**src/rtl/reset_sequencer.sv**
```systemverilog
// Ordered subsystem reset release: waits for PLL lock, then releases each stage after a hold gap and its ack.
// Optional ack timeout with sticky error and full retry: define RESET_SEQ_TIMEOUT_EN.
module reset_sequencer #(
  parameter int unsigned STAGES         = 4,
  parameter int unsigned HOLD_CYCLES    = 256,
  parameter int unsigned TIMEOUT_CYCLES = 65536
) (
  input  logic              clock,
  input  logic              reset,
  input  logic              pll_locked,
  input  logic [STAGES-1:0] stage_ack,
  output logic [STAGES-1:0] stage_reset,
  output logic              all_released,
  output logic              seq_error,
  output logic [2:0]        stage_idx
);

  localparam int unsigned CNT_SPAN = (HOLD_CYCLES > TIMEOUT_CYCLES) ? HOLD_CYCLES : TIMEOUT_CYCLES;
  localparam int unsigned CW       = (CNT_SPAN > 1) ? $clog2(CNT_SPAN) : 1;
  localparam int unsigned IW       = 3;

  if (STAGES < 1 || STAGES > 8 || HOLD_CYCLES == 0) begin : g_param_check
    $error("reset_sequencer: STAGES must be 1..8 and HOLD_CYCLES >= 1");
  end

  typedef enum logic [1:0] {
    WAIT_LOCK,
    HOLD,
    WAIT_ACK,
    DONE
  } state_t;

  state_t            state_q;
  state_t            state_d;
  logic [CW-1:0]     cnt_q;
  logic [CW-1:0]     cnt_d;
  logic [CW-1:0]     cnt_inc;
  logic [IW-1:0]     idx_d;
  logic [STAGES-1:0] sr_d;
  logic [STAGES-1:0] rel_mask;
  logic              err_d;
  logic              ack_sel;

  // Saturating increment: the counter never wraps back to zero.
  assign cnt_inc = (&cnt_q) ? cnt_q : cnt_q + CW'(1);

  // Next-state and next-output logic; lock loss overrides everything except seq_error.
  always_comb begin
    state_d  = state_q;
    cnt_d    = cnt_q;
    idx_d    = stage_idx;
    sr_d     = stage_reset;
    err_d    = seq_error;
    ack_sel  = 1'b0;
    rel_mask = '0;

    for (int i = 0; i < int'(STAGES); i++) begin
      if (stage_idx == IW'(i)) begin
        ack_sel     = stage_ack[i];
        rel_mask[i] = 1'b1;
      end
    end

    if (!pll_locked) begin
      state_d = WAIT_LOCK;
      cnt_d   = '0;
      idx_d   = '0;
      sr_d    = '1;
    end else begin
      case (state_q)
        WAIT_LOCK: begin
          state_d = HOLD;
          cnt_d   = '0;
        end
        HOLD: begin
          if (cnt_q == CW'(HOLD_CYCLES - 1)) begin
            sr_d    = stage_reset & ~rel_mask;
            cnt_d   = '0;
            state_d = WAIT_ACK;
          end else begin
            cnt_d = cnt_inc;
          end
        end
        WAIT_ACK: begin
          if (ack_sel) begin
            cnt_d = '0;
            // With STAGES=8 the 3-bit index reads 0 in DONE.
            if (stage_idx == IW'(STAGES - 1)) begin
              idx_d   = IW'(STAGES);
              state_d = DONE;
            end else begin
              idx_d   = stage_idx + IW'(1);
              state_d = HOLD;
            end
          end
`ifdef RESET_SEQ_TIMEOUT_EN
          else if (cnt_q == CW'(TIMEOUT_CYCLES - 1)) begin
            err_d   = 1'b1;
            sr_d    = '1;
            idx_d   = '0;
            cnt_d   = '0;
            state_d = WAIT_LOCK;
          end else begin
            cnt_d = cnt_inc;
          end
`endif
        end
        DONE:    state_d = DONE;
        default: state_d = WAIT_LOCK;
      endcase
    end
  end

  // State and registered outputs.
  always_ff @(posedge clock) begin
    if (reset) begin
      state_q      <= WAIT_LOCK;
      cnt_q        <= '0;
      stage_idx    <= '0;
      stage_reset  <= '1;
      all_released <= 1'b0;
      seq_error    <= 1'b0;
    end else begin
      state_q      <= state_d;
      cnt_q        <= cnt_d;
      stage_idx    <= idx_d;
      stage_reset  <= sr_d;
      all_released <= ~|sr_d;
      seq_error    <= err_d;
    end
  end

endmodule

```
**config.mk**
```make
export PLATFORM = sky130hd
export DESIGN_NAME = reset_sequencer
export DESIGN_NICKNAME = d
export VERILOG_FILES = /design/src/rtl/reset_sequencer.sv
export SDC_FILE = /design/constraint.sdc
export NUM_CORES = 1
export LEC_CHECK = 0
export BUFFER_PORTS_ARGS = -buffer_cell sky130_fd_sc_hd__buf_2
export CAP_MARGIN = 15
export CORE_MARGIN = 1.5
export CORE_UTILIZATION = 45
export CTS_BUF_LIST = sky130_fd_sc_hd__clkbuf_16
export DETAILED_ROUTE_END_ITERATION = 8
export HOLD_SLACK_MARGIN = 0.05
export PLACE_DENSITY = 0.6
export REMOVE_ABC_BUFFERS = 1
export SYNTH_ARGS = -nofsm -noshare
export SYNTH_HDL_FRONTEND = slang
export SYNTH_SLANG_ARGS = --single-unit
```
**constraint.sdc**
```tcl
create_clock -name clock -period 6.4 [get_ports clock]
set_input_delay 0.32 -clock clock [delete_from_list [all_inputs] [get_ports clock]]
set_output_delay 0.32 -clock clock [all_outputs]
set_load 0.02 [all_outputs]
```
==> run summary <==
Worst min-delay path endpoint: state_q[0]
Total wire length after detailed routing: 3190 um
Metal2 WL: 1430 um
Outcome: complete, no violations
MaxCap Viol Count: 0
Total Die Area: 0.00363 mm2
Total core area: 0.00308 mm2
Number of placement rows: 20
Clock period minus final worst setup slack: 2430 ps
Crit path required time: 6580 ps
Starting density of the core: 47.9%
Worst voltage drop across the vdd grid: 0.000162 V
Remaining design rule violation count: 0
Vias: 1314
Depth of the worst register-to-register path: 7
Met1 Wirelength: 1640 um
Total length of routed met3 wires: 92 um
Final clock skew: 4.40 ps
Area grow syn2layout: 10.9%
Routability cong.: 0.752
FILL cells: 315
Final-report hold violation count: 0
Yosys cell types: 48
Final-report setup violation count: 0
Least-Margin Pin Slew: 662 ps
Clock buffer count from CTS: 3
Reg2Reg Capture Point: cnt_q[1]
Average cell area after synthesis: 8.52 um2
Critical path cell sequence: inv_1 -> ha_1 -> nor2b_1 -> a2111o_1 -> a32o_1 -> or3_1 -> a21oi_1
Yosys warnings: 0
Number of hold buffers added after cts: 0
Worst-path clk slew: 60 ps
Hold/Removal Path Class: input pin to flip-flop
# nets final: 197
Share of layout cells above drive strength 1: 15.8%
Antenna fix cells: 0
Post-synthesis sequential area ratio: 35.3%
Most used DFF post-synth: dfxtp_1
Congestion Overflow GR: 0
Setup CP Type: flip-flop to flip-flop
Clock tree from TritonCTS: yes
Crit path capture type: flip-flop
Static leakage: 0.559 nW
All-Layer GR Usage: 19.9%
Global-route wire length before repair: 5370 um
Synthesized instance count: 173
Instance count after placement with tap cells included: 223
Width of the die: 60.2 um
Antenna violations before repair: 0
Final Instance Count excl. Fillers: 227
Number of global-route vias before repair: 1169
Sum Neg Setup Slack: 0 ps
Sinks on the clock net: 26
Number of antenna-violating nets in the routed design: 0
Latest clock arrival within the worst-skew pair: 260 ps
DP Wirelength: 2210 um
Vertical die dimension: 60.2 um
Number of buffers inserted by port buffering: 14
Crit path max-delay cell type: a32o_1
Arrival time reported for the critical path endpoint: 2610 ps
Number of synthesized register bits: 26
Hold depth: 3
Period Utilization, post-route: 37.9%
Critical path fanouts, max: 17
Cell Pwr Density: 197 mW/mm2
Count of buffers added by post-CTS timing repair for setup: 0
Post-Place Worst Slack: 3990 ps
Achievable clock frequency: 0.412 GHz
Length of the first detailed-routing pass in iterations: 4
Share of flip-flops with an asynchronous set or reset after synthesis: 0%
Vias per cell: 5.79
CP peak stage delay: 480 ps
Resize count post-CTS: 0
Clock tree root driver cell: clkbuf_16
Reg-to-reg slack, setup: 3970 ps
Final worst-path setup slack: 3970 ps
Detailed Route Iter0 Violations: 98
Launch instance of the worst min-delay path: stage_ack[3]
Top layer in use: met4
H-tree depth: 1
Area of the mapped netlist: 0.00147 mm2
Worst slew margin: 55.9%
Final Max Slew Viols: 0
RSZ-0062 raised after global routing: false
Maximum root-to-sink buffer count: 2
EDFF count, synth: 0
Average wire per cell in the routed design: 14.0 um
IO Pins: 16
Pin count of the biggest net entering global routing: 20
Kind of launch point of the worst setup path: flip-flop
Worst R2R Start: stage_idx[0]
report_power, final:
| part | internal (mW) | leakage (nW) | switching (mW) |
|---|---|---|---|
| logic | 0.00678 | 0.310 | 0.0134 |
| clock network | 0.0836 | 0.0385 | 0.0544 |
| registers | 0.163 | 0.210 | 0.000852 |
| total | 0.253 | 0.559 | 0.0687 |
final cells by class:
cell class / count / area (um2) / area share, %
well taps: 44 / 55.1 / 3.37
inverters: 9 / 33.8 / 2.07
repair buffers: 15 / 77.6 / 4.75
multi-input cells: 129 / 868 / 53.1
clock buffers: 3 / 75.1 / 4.59
clock inverters: 1 / 3.75 / 0.230
flip-flops and latches: 26 / 520 / 31.9
layout by cell type, fill, tap and decap left out, drive strengths merged, types with 5 or more instances in the layout:
cell,count
o211ai,8
nor3,6
nor2,14
inv,9
ha,6
dfxtp,26
a211oi,5
nand4,8
buf,15
o21ai,8
a21oi,11
nand3,8
nand2,14
worst max-delay path, delay by kind of cell (launching register included):
family	cells	cell delay, ps
buf+inv	1	90
simple gates	2	540
flops	1	420
compound gates	3	1060
fa+ha+maj	1	250
worst max path at each step:
stage,startpoint,endpoint,slack (ps),cells after the start
final,stage_idx[0],cnt_q[1],3970,7
after global placement,stage_idx[2],cnt_q[1],4050,6
after detailed placement,stage_idx[0],cnt_q[1],3990,7
after global routing,stage_idx[0],cnt_q[1],3820,7
after floorplan,stage_idx[0],cnt_q[1],4100,7
after CTS,stage_idx[0],cnt_q[1],3980,7
sequential cells by signal (all words and copies together), names as in the netlist:
name	count
stage_reset	4
state_q	2
cnt_q	16
all_released	1
stage_idx	3
stage by stage:
stage	area, um2	power [mW]	hold slack [ps]	utilization [%]
6_report	1630	0.322	413	53.1
5_1_grt	1630	0.337	424	53.1
4_1_cts	1630	0.328	398	53.1
3_5_place_dp	1560	0.187	463	50.5
3_3_place_gp	1560	0.187	463	50.5
2_1_floorplan	1420	0.180	449	-
synth_stat cells, drive strengths merged, types with 3 or more instances:
cell type	count	area, um2
nand3	8	40.0
nor3	6	35.0
nor2b	3	18.8
nand2	14	52.6
clkbuf	3	11.3
ha	6	75.1
nand4	8	56.3
inv	9	33.8
a211oi	5	37.5
o21ai	8	40.0
a21oi	11	55.1
buf	6	40.0
a311oi	3	26.3
nor2	14	52.6
dfxtp	26	521
nor4	3	33.8
o211ai	8	60.1
cell families (layout without fill, tap and decap cells):
| group | after synthesis | count (layout) | synth area share (%) |
|---|---|---|---|
| multiplexers | 2 | 2 | 1.36 |
| flip-flops | 26 | 26 | 35.3 |
| adder cells (fa/ha/maj) | 6 | 6 | 5.09 |
| AND/OR/NAND/NOR | 69 | 69 | 27.6 |
| AO/OA/AOI/OAI | 51 | 51 | 24.6 |
| other | 1 | 1 | 0.254 |
| buffers and inverters | 18 | 28 | 5.77 |
routing by layer:
metal	global-route usage [%]	vias to the layer above
met2	29.5	20
met1	28.6	625
met4	5.71	0
met3	4.55	2
li1	-	667
met5	0	-
Note: power is estimated with default switching activity, not from simulation.
